===== src/rtl/rom_arb_pkg.sv =====
// ============================================================================
// Module : rom_arb_pkg
// Desc   : Shared types and constants for the boot-ROM arbiter.
// Rev    : 1.0 - initial release
// ============================================================================
`default_nettype none

package rom_arb_pkg;

    localparam int unsigned NumReq = 2;
    localparam int unsigned WaitW  = 4;

    typedef logic [NumReq-1:0] req_vec_t;

endpackage

`default_nettype wire


===== src/rtl/rom_arb_wait_ctr.sv =====
// ============================================================================
// Module : rom_arb_wait_ctr
// Desc   : Saturating aging counter; at_limit forces requester 1 through.
// Rev    : 1.0 - initial release
// ============================================================================
`default_nettype none

module rom_arb_wait_ctr
    import rom_arb_pkg::*;
(
    input  logic             clk_i,
    input  logic             rst_ni,
    input  logic             inc,
    input  logic             clr,
    input  logic [WaitW-1:0] limit,
    output logic             at_limit
);

    logic [WaitW-1:0] r_count;

    always_ff @(posedge clk_i or negedge rst_ni) begin
        if (!rst_ni) begin
            r_count <= '0;
        end else if (clr) begin
            r_count <= '0;
        end else if (inc && (r_count < limit)) begin
            r_count <= r_count + 1'b1;
        end
    end

    assign at_limit = (r_count == limit);

endmodule

`default_nettype wire


===== src/rtl/rom_arbiter.sv =====
// ============================================================================
// Module : rom_arbiter
// Desc   : Two-requester arbiter for the one-cycle-latency boot ROM.
//          ROM_ARB_ROUND_ROBIN_EN selects round-robin instead of aging priority.
// Rev    : 1.0 - initial release
// ============================================================================
`default_nettype none

module rom_arbiter
    import rom_arb_pkg::*;
#(
    parameter int unsigned AW      = 8,
    parameter int unsigned DW      = 32,
    parameter int unsigned MaxWait = 4
) (
    input  logic              clk_i,
    input  logic              rst_ni,
    input  req_vec_t          req_i,
    input  logic [2*AW-1:0]   addr_i,
    output req_vec_t          gnt_o,
    output req_vec_t          rvalid_o,
    output logic [DW-1:0]     rdata_o,
    output logic              rom_req_o,
    output logic [AW-1:0]     rom_addr_o,
    input  logic [DW-1:0]     rom_rdata_i
);

    req_vec_t r_own;
    logic     w_pick1;

`ifdef ROM_ARB_ROUND_ROBIN_EN
    // Reset value 1 lets requester 0 win the first contention.
    logic r_last;

    assign w_pick1 = (r_last == 1'b0);

    always_ff @(posedge clk_i or negedge rst_ni) begin
        if (!rst_ni) begin
            r_last <= 1'b1;
        end else if (|gnt_o) begin
            r_last <= gnt_o[1];
        end
    end
`else
    logic w_at_limit;

    rom_arb_wait_ctr u_wait_ctr (
        .clk_i    (clk_i),
        .rst_ni   (rst_ni),
        .inc      (req_i[1] & ~gnt_o[1]),
        .clr      (gnt_o[1] | ~req_i[1]),
        .limit    (WaitW'(MaxWait)),
        .at_limit (w_at_limit)
    );

    assign w_pick1 = w_at_limit;
`endif

    always_comb begin
        gnt_o    = '0;
        gnt_o[1] = req_i[1] & (~req_i[0] | w_pick1);
        gnt_o[0] = req_i[0] & ~gnt_o[1];
    end

    assign rom_req_o  = |gnt_o;
    assign rom_addr_o = gnt_o[1] ? addr_i[2*AW-1:AW] :
                        gnt_o[0] ? addr_i[AW-1:0]    : '0;

    // ROM never stalls, so the grant vector alone identifies the response owner.
    always_ff @(posedge clk_i or negedge rst_ni) begin
        if (!rst_ni) begin
            r_own <= '0;
        end else begin
            r_own <= gnt_o;
        end
    end

    assign rvalid_o = r_own;
    assign rdata_o  = (|r_own) ? rom_rdata_i : '0;

endmodule

`default_nettype wire


===== config.mk =====
export PLATFORM = sky130hd
export DESIGN_NAME = rom_arbiter
export DESIGN_NICKNAME = d
export VERILOG_FILES = /design/src/rtl/rom_arb_pkg.sv /design/src/rtl/rom_arb_wait_ctr.sv /design/src/rtl/rom_arbiter.sv
export SDC_FILE = /design/constraint.sdc
export NUM_CORES = 1
export LEC_CHECK = 0
export CAP_MARGIN = 5
export CORE_MARGIN = 1
export CORE_UTILIZATION = 20
export CTS_CLUSTER_DIAMETER = 50
export DETAILED_ROUTE_END_ITERATION = 10
export GPL_ROUTABILITY_DRIVEN = 0
export MAX_ROUTING_LAYER = met4
export PLACE_DENSITY = 0.86
export SETUP_SLACK_MARGIN = 0.05
export SLEW_MARGIN = 20
export SYNTH_ARGS = -nofsm -noshare
export SYNTH_HDL_FRONTEND = slang
export SYNTH_SLANG_ARGS = --single-unit

===== constraint.sdc =====
create_clock -name clk_i -period 1.2 [get_ports clk_i]
set_input_delay 0.12 -clock clk_i [delete_from_list [all_inputs] [get_ports clk_i]]
set_output_delay 0.12 -clock clk_i [all_outputs]
set_load 0.03 [all_outputs]

[Word level (Yosys, flattened, before mapping)]
Cells that the tools add are included.
Storage, ports and cells
  flip-flop bits (word level): 6
  bits of input ports: 52
Cells by class
  add/sub/neg operators: 1
  magnitude comparators: 1
  equality and inequality tests: 1
  multiplexer cells: 5
  bitwise operators: 8
  reduce and logical (&&, ||, !) cells: 4
Operator list (count)
  two-way mux 32 bit: 1
  two-way mux 8 bit: 2
  two-way mux 4 bit: 2
  adder 4 x 1 -> 4 bit, second input constant: 1
  equality test 4 x 3 -> 1 bit, second input constant: 1
  less-than comparator 4 x 3 -> 1 bit, second input constant: 1
  OR reduction 2 bit: 2
  AND 1 bit: 3
  NOT 1 bit: 3
  OR 1 bit: 2
  nonzero test 2 bit: 1
  logical AND 1 bit: 1

[Longest topological paths before layout]
Gate-level depths: netlist (run 1).
  depth in word-level cells: 8
  gate-level depth with buffers: 6
  mapped depth without buffers: 5

[Cells and area by module]
From an unflattened synthesis (run 1), not the netlist that was laid out.
Unflattened totals
  cell total of the unflattened synthesis: 91
  area, all modules: 763.2 um^2
Modules (own cells, without submodules)
  rom_arbiter: instances 1, cells each 57, area each 446.7 um^2, sequential area each 50.0 um^2
  rom_arb_wait_ctr: instances 1, cells each 34, area each 316.6 um^2, sequential area each 100.1 um^2

[Least setup slack after synthesis (run 1)]
No wires, ideal clock.
  kind: flip-flop to output port
  start point: register u_wait_ctr.r_count[0]
  end point: output rom_addr_o[0]
  arrival: 1499 ps
  data required time: 1080 ps
  path slack: -419 ps
  cell stages (with the launch flop): 6
  buffers on the path: 0
  cell sequence: dfrtp_1 -> inv_1 -> ha_1 -> nand3b_4 -> a21oi_4 -> a22o_1
Between the ends
  word-level cells in the longest chain between the ends: 7
RTL lines
  start, declared: RTL line rom_arb_wait_ctr.sv:19  | logic [WaitW-1:0] r_count;
  start signal, assigned: RTL line rom_arb_wait_ctr.sv:27  | r_count <= r_count + 1'b1;
  equality test 4 x 3 -> 1 bit *: RTL line rom_arb_wait_ctr.sv:31  | assign at_limit = (r_count == limit);
  OR 1 bit *: RTL line rom_arbiter.sv:61  | gnt_o[1] = req_i[1] & (~req_i[0] | w_pick1);
  AND 1 bit *: RTL line rom_arbiter.sv:61
  net gnt_o[1]: RTL line rom_arbiter.sv:20  | output req_vec_t gnt_o,
  NOT 1 bit: RTL line rom_arbiter.sv:62  | gnt_o[0] = req_i[0] & ~gnt_o[1];
  AND 1 bit: RTL line rom_arbiter.sv:62
  two-way mux 8 bit: RTL line rom_arbiter.sv:67  | gnt_o[0] ? addr_i[AW-1:0] : '0;
  two-way mux 8 bit *: RTL line rom_arbiter.sv:66  | assign rom_addr_o = gnt_o[1] ? addr_i[2*AW-1:AW] :
  end, declared: RTL line rom_arbiter.sv:24  | output logic [AW-1:0] rom_addr_o,
Mark *: on every way through the listed nets, which the timed path passes. The rest lies on a longest branch.

[Final worst setup path (run 1)]
  start point: register u_wait_ctr.r_count[0]
  end point: output rom_addr_o[5]
Between the ends
  word-level cells in the longest chain between the ends: 7
RTL lines (RTL line)
  equality test 4 x 3 -> 1 bit *: rom_arb_wait_ctr.sv:31
  OR 1 bit *: rom_arbiter.sv:61
  AND 1 bit *: rom_arbiter.sv:61
  NOT 1 bit: rom_arbiter.sv:62
  AND 1 bit: rom_arbiter.sv:62
  two-way mux 8 bit: rom_arbiter.sv:67
  two-way mux 8 bit *: rom_arbiter.sv:66
Mark *: on every way between the ends. The rest lies on a longest branch, timed or not.

==> results of run 1 <==
## stage by stage
step	utilization	std cells	total power, mW	hold slack, ns
after floorplan	-	74	0.6112	-0.1756
after detailed placement	0.6395	216	1.008	0.3836
final	0.7553	224	1.380	0.1102
after global routing	0.7553	224	1.435	0.1101
after CTS	0.7202	225	1.334	0.1058
after global placement	0.6395	216	0.9968	0.3793
## sequential cells by signal, indices dropped and copies added (netlist names)
register and count:
rvalid_o 2, u_wait_ctr.r_count 4
## cell usage after synthesis, drive strengths merged
cell type   n
and2b      15
nand3b      1
clkbuf      3
a22o        8
nand2       4
dfrtp       6
inv         4
buf         1
ha          2
and3        1
o21ai       3
or2         1
nor2        2
nor2b      18
o21a        1
a21oi       4
## cell type report
type,count,area share
repair buffers,119,0.5906
well taps,31,0.01800
flip-flops and latches,6,0.07085
clock buffers,4,0.01220
multi-input cells,60,0.3014
inverters,4,0.006969
## power breakdown
group	leakage, nW	total, mW	switching (mW)	internal (mW)
combinational	0.966	0.953	0.422	0.530
sequential	0.0770	0.216	0.00572	0.210
clock	0.0150	0.212	0.0850	0.127
total	1.06	1.38	0.513	0.867
## how the worst max path moves through the flow
stage	endpoint	slack (ns)	depth (start not counted)
2_1_floorplan	rom_addr_o[0]	-0.29	5
5_1_grt	rom_addr_o[3]	-0.62	8
3_3_place_gp	rdata_o[18]	-0.38	4
4_1_cts	rom_addr_o[3]	-0.58	8
6_report	rom_addr_o[5]	-0.56	8
3_5_place_dp	rom_addr_o[1]	-0.40	5
## layer usage
| metal | track usage | vias to the layer above |
|---|---|---|
| met4 | 0.04181 | 0 |
| met2 | 0.3787 | 72 |
| met5 | - | - |
| met1 | 0.2080 | 489 |
| li1 | - | 479 |
| met3 | 0.03401 | 4 |
## cell families (layout without fill, tap and decap cells)
group                    Yosys count  after routing
adder cells (fa/ha/maj)            2              2
AND/OR/NAND/NOR                   42             42
buffers and inverters              8            127
AO/OA/AOI/OAI                     16             16
flip-flops                         6              6
## worst register-to-register path, cell delays in order (launching register included)
cell and delay (ns):
dfrtp_1 0.39, inv_2 0.08, ha_4 0.16, nand3b_4 0.09, buf_6 0.13, a21oi_4 0.14
buf_12 0.15, buf_4 0.12
## what timing repair did
action                     in CTS  in global routing
pin swaps                       0                  1
gates resized for setup       142                 34
setup buffers                   3                  0
setup endpoints to repair      45                 45
cloned                          2                  1
hold buffers                    0                  0
==> reports/qor.yml, run 1 <==
outcome:
  status: "finished, violations left"
  violations: "DRC, setup timing"
place:
  place_ws_ns: -0.4018
  dp_hpwl_mm: 2.393
  portBuffers: 96
  place_area_um2: 1824
yosys:
  synthTopCellsByArea: "dfrtp_1 (24%), and2b_1 (18%), nor2b_1 (18%), a22o_1 (11%), ha_1 (4.0%)"
  synth_top_family_by_area: "simple AND/OR/NAND/NOR gates"
  yosysTopAreaCell: "dfrtp_1"
  synthCells: 74
  synth_cell_types: 17
  syn_avg_cell_area_um2: 8.353
  yosysWarnings: 0
  synth-xor-area-share: 0
  syn_nets: 128
  synthMuxAreaShare: 0
  netlist_area_um2: 618.1
  ys_seq_elements: 6
  ys_seq_area_frac: 0.2429
  synth_top_area_share: 0.2429
  synthSimpleGateAreaFrac: 0.4555
  synth_compound_area_frac: 0.2004
  synthAdderAreaFrac: 0.04049
finish:
  final.fill_count: 174
  finish.instance_area_um2: 2155
  layout_common_cells: "clkdlybuf4s50_1 (49), buf_6 (46), nor2b_4 (15), buf_4 (15), and2b_1 (12)"
  antenna_cells: 0
  drive_gt1_frac: 0.5699
  layout_commonest_cell: "clkdlybuf4s50_1"
  nNetsFinal: 248
  regArea_um2: 152.6
  multi_input_comb_area_um2: 649.4
  syn_to_final_growth_pct: 248.6
timing:
  clock.fmax_mhz: 568.8
  fin_crit_sh: 1.465
  drv_slew: 0
  tns_ns: -14.83
  setup_violations: 44
  tightestPinTransition_ns: 0.2871
  slew_headroom: 0.8080
  rsz0062_at_grt: "true"
  setup_ws_ns: -0.5582
  min_period_ns: 1.758
  hold_violations: 0
  skew_ns: 0.009016
power:
  power_leakage_nw: 1.058
  ir_drop_mv: 0.4499
  p_per_area_nw_per_um2: 640.6
clocking:
  clockBufferDepth: 2
  clk_pin_slew_worst_paths_ns: 0.05
  cts_tree: "yes"
  root_buffer: "clkbuf_4"
  cts_made_buffers: 3
  h-tree-depth: 1
  clock_latency_ns: 0.25
  cts.sinks: 6
grt:
  grt_max_degree: 12
  globalRouteTotalUtil: 0.1975
  gr-total-overflow: 0
  grt_pass1_wl_mm: 4.871
  antenna_found_initial: 0
  grt_pass1_vias: 1063
critical_path:
  cp-end-kind: "output port"
  cp.required_ns: 1.08
  r2r_start: "u_wait_ctr.r_count[0]$_DFFE_PN0P_"
  rrSetupSlack_ns: -0.12
  critPathLaunch: "u_wait_ctr.r_count[0]$_DFFE_PN0P_"
  critPathKind: "reg -> out"
  r2r.worst_path.cells: 7
  path_buf_inv: 4
  cpMostUsedCell: "buf_6"
  slowest_delay_ns: 0.39
  cpMaxStageDelayCell: "dfrtp_1"
  critical_path_arrival_ns: 1.64
  crit_family: "buffers and inverters"
  critPathMaxFanout: 9
  crit_chain: "inv_2 -> ha_4 -> nand3b_4 -> buf_6 -> a21oi_4 -> buf_12 -> a22o_4 -> buf_6"
  r2r-end: "rvalid_o[1]$_DFF_PN0_"
  startpoint_type: "register"
routing:
  met3WireLength_um: 296
  wl_per_cell_um: 16.79
  ant_nets: 0
  m1WireLength_mm: 1.324
  drcViolationCount: 10
  drtIter0Drc: 40
  met2_length_mm: 2.133
  viasPerCell: 4.661
  top_layer: "met4"
  wirelength_mm: 3.761
  num_vias: 1044
  first_pass_iters: 10
die:
  num_rows: 19
  die_area_um2: 3317
  coreArea_um2: 2853
  die_y_um: 57.59
  die_x_um: 57.59
  start_util: 0.2167
  ioPinCount: 97
min_path:
  hp-class: "in -> async"
run:
  cap_violations: 0
Power figures use the tool's default switching activity.
==> inputs of run 2 (changes only) <==
- ABC_AREA: default -> 1
- CORE_UTILIZATION: 20 -> 25
- PLACE_DENSITY: 0.86 -> 0.95
- clock period: 1.2 -> 2.1 ns (I/O delays scaled with it)
==> reports/qor.yml, run 2 <==
power:
  finalPower_mw: 0.6418  # -54%
  ir_drop_mv: 0.2328  # -48%
  power_leakage_nw: 0.8562  # -19%
  p_per_area_nw_per_um2: 384.2  # -40%
critical_path:
  cp-end-kind: "output port"
  startpoint_type: "register"
  r2r-end: "rvalid_o[0]$_DFF_PN0_"
  critical_path_arrival_ns: 1.62  # -0.02 ns
  cpMaxStageDelayCell: "clkdlybuf4s50_1"
  slowest_delay_ns: 0.68  # +0.29 ns
  r2r.worst_path.cells: 7  # unchanged
  cp.required_ns: 1.89  # +0.81 ns
  rrSetupSlack_ns: 0.87  # +0.99 ns
  critPathKind: "reg -> out"
  critPathMaxFanout: 18  # +9
  crit_chain: "nor2_2 -> buf_4 -> nor2_1 -> clkdlybuf4s50_1"
  r2r_start: "u_wait_ctr.r_count[0]$_DFFE_PN0P_"
yosys:
  yosysWarnings: 0  # unchanged
  synth_top_area_share: 0.2243  # -0.01862
  ys_seq_elements: 6  # unchanged
  synthCells: 122  # +65%
  synth_cell_types: 14  # -3
  ys_seq_area_frac: 0.2243  # -0.01862
  synth_edf_count: 0  # unchanged
  yosys-top-cells-count: "nor2_1 (40), inv_1 (35), nand3_1 (16)"
  async_flop_share: 1.000  # unchanged
  ys.flop_type: "dfrtp_1"
  synthTopCellsByArea: "dfrtp_1 (22%), nor2_1 (22%), inv_1 (20%), nand3_1 (12%), nand2_1 (4.5%)"
  yosysTopAreaCell: "dfrtp_1"
  syn_avg_cell_area_um2: 5.487  # -34%
  yosysMostFrequentCell: "nor2_1"
  syn_nets: 176  # +38%
  netlist_area_um2: 669.4  # +8.3%
routing:
  wl_per_cell_um: 9.568  # -43%
  ant_nets: 0  # unchanged
  m1WireLength_um: 825  # -38%
  viasPerCell: 4.168  # -11%
  first_pass_iters: 3  # -7
  wirelength_mm: 2.392  # -36%
  drcViolationCount: 0  # -10
  met2_length_mm: 1.251  # -41%
  num_vias: 1042  # -0.19%
  drtIter0Drc: 2  # -95%
  met3WireLength_um: 295  # -0.34%
  top_layer: "met4"
clocking:
  clock_latency_ns: 0.23  # -0.02 ns
  cts_made_buffers: 3  # unchanged
  root_buffer: "clkbuf_4"
  cts_tree: "yes"
  h-tree-depth: 1  # unchanged
  cts_setup_buffers: 0  # -3
  clk_pin_slew_worst_paths_ns: 0.04  # about the same
  cts.sinks: 6  # unchanged
  postCtsHoldBufs: 0  # unchanged
  clockBufferDepth: 2  # unchanged
  cts_resized: 0  # -100%
die:
  start_util: 0.2678  # +0.05110
  die_x_um: 53.75  # -6.7%
  num_rows: 18  # -1
  ioPinCount: 97  # unchanged
  die_area_um2: 2889  # -13%
  die_y_um: 53.75  # -6.7%
  coreArea_um2: 2500  # -12%
timing:
  setup_violations: 0  # -100%
  tightestPinTransition_ns: 0.3268  # +0.03965 ns
  min_period_ns: 1.835
  drv_slew: 0  # unchanged
  skew_ns: 0.0006672  # -0.008349 ns
  rsz0062_at_grt: "false"
  hold_violations: 0  # unchanged
  fin_crit_sh: 0.8736
  setup_ws_ns: 0.2654  # +0.8236 ns
  slew_headroom: 0.7815  # -0.02652
  whs_ns: 0.2112  # +0.1010 ns
  clock.fmax_mhz: 545.1
  tns_ns: 0  # +14.83 ns
finish:
  largest_reg_flops: 4  # unchanged
  final_cells: 250  # +12%
  syn_to_final_growth_pct: 149.5
  drive_gt1_frac: 0.1091  # -0.4609
  top_register: "u_wait_ctr.r_count"
  nNetsFinal: 276  # +11%
  antenna_cells: 0  # unchanged
  layout_commonest_cell: "clkdlybuf4s50_1"
  layout_common_cells: "clkdlybuf4s50_1 (86), nor2_1 (39), inv_1 (35)"
place:
  portBuffers: 96  # unchanged
  dp_cells: 247  # +14%
  dp_hpwl_mm: 2.094  # -12%
  place_ws_ns: 0.3763  # +0.7781 ns
run:
  cap_violations: 0  # unchanged
grt:
  antenna_found_initial: 0  # unchanged
  grt_pass1_vias: 909  # -14%
  grt_pass1_wl_mm: 3.519  # -28%
  grt_max_degree: 19  # +7
  gr-total-overflow: 0  # unchanged
  globalRouteTotalUtil: 0.1700  # -0.02748
min_path:
  hp-class: "in -> async"
outcome:
  status: "completed"
-- run 2: critical path, delay by kind of cell, from the launching register on --
family | cells | cell delay, ns
buffers and inverters | 2 | 0.86
AND/OR/NAND/NOR | 2 | 0.18
flip-flops | 1 | 0.35
-- run 2: kinds of logic (layout without fill, tap and decap cells) --
| group | Yosys count | in the layout | synth area share |
|---|---|---|---|
| AO/OA/AOI/OAI | 2 | 2 | 0.01495 |
| XOR/XNOR | 1 | 1 | 0.01309 |
| adder cells (fa/ha/maj) | 2 | 2 | 0.03738 |
| buffers and inverters | 42 | 140 | 0.2486 |
| flip-flops | 6 | 6 | 0.2243 |
| AND/OR/NAND/NOR | 69 | 69 | 0.4617 |
-- run 2: worst max path at each step --
stage,start,to,slack [ns]
6_report,rvalid_o[1]$_DFF_PN0_,rdata_o[10],0.27
5_1_grt,rvalid_o[1]$_DFF_PN0_,rdata_o[10],0.16
4_1_cts,rvalid_o[1]$_DFF_PN0_,rdata_o[10],0.24
3_5_place_dp,rom_rdata_i[10],rdata_o[10],0.38
3_3_place_gp,rom_rdata_i[10],rdata_o[10],0.40
2_1_floorplan,u_wait_ctr.r_count[0]$_DFFE_PN0P_,gnt_o[0],0.49
-- run 2: power breakdown --
| group | switching [mW] | internal [mW] |
|---|---|---|
| Combinational | 0.214 | 0.205 |
| Clock | 0.0355 | 0.0642 |
| Sequential | 0.00255 | 0.120 |
-- run 2: layout make-up --
cell class / instances / area (um2)
fillers: 210 / 829.5
clock buffers: 3 / 22.52
well taps: 30 / 37.54
inverters: 37 / 138.9
multi-input cells: 74 / 355.3
flip-flops and latches: 6 / 150.1
repair buffers: 100 / 965.9
-- run 2: routing by layer --
layer	vias to the layer above	track usage
li1	541	-
met1	434	0.1574
met5	-	-
met3	2	0.03955
met4	0	0.06579
met2	65	0.3292
-- run 2: metrics by stage --
| step | util | cell area [um2] |
|---|---|---|
| after floorplan | - | 669.4 |
| after global placement | 0.6592 | 1648 |
| after detailed placement | 0.6592 | 1648 |
| after CTS | 0.6682 | 1670 |
| after global routing | 0.6682 | 1670 |
| final | 0.6682 | 1670 |
==> inputs of run 3 (changes only) <==
- CTS_CLUSTER_SIZE: default -> 14
==> results of run 3 <==
Final layout, timing and power as in run 2 (identical DEF).
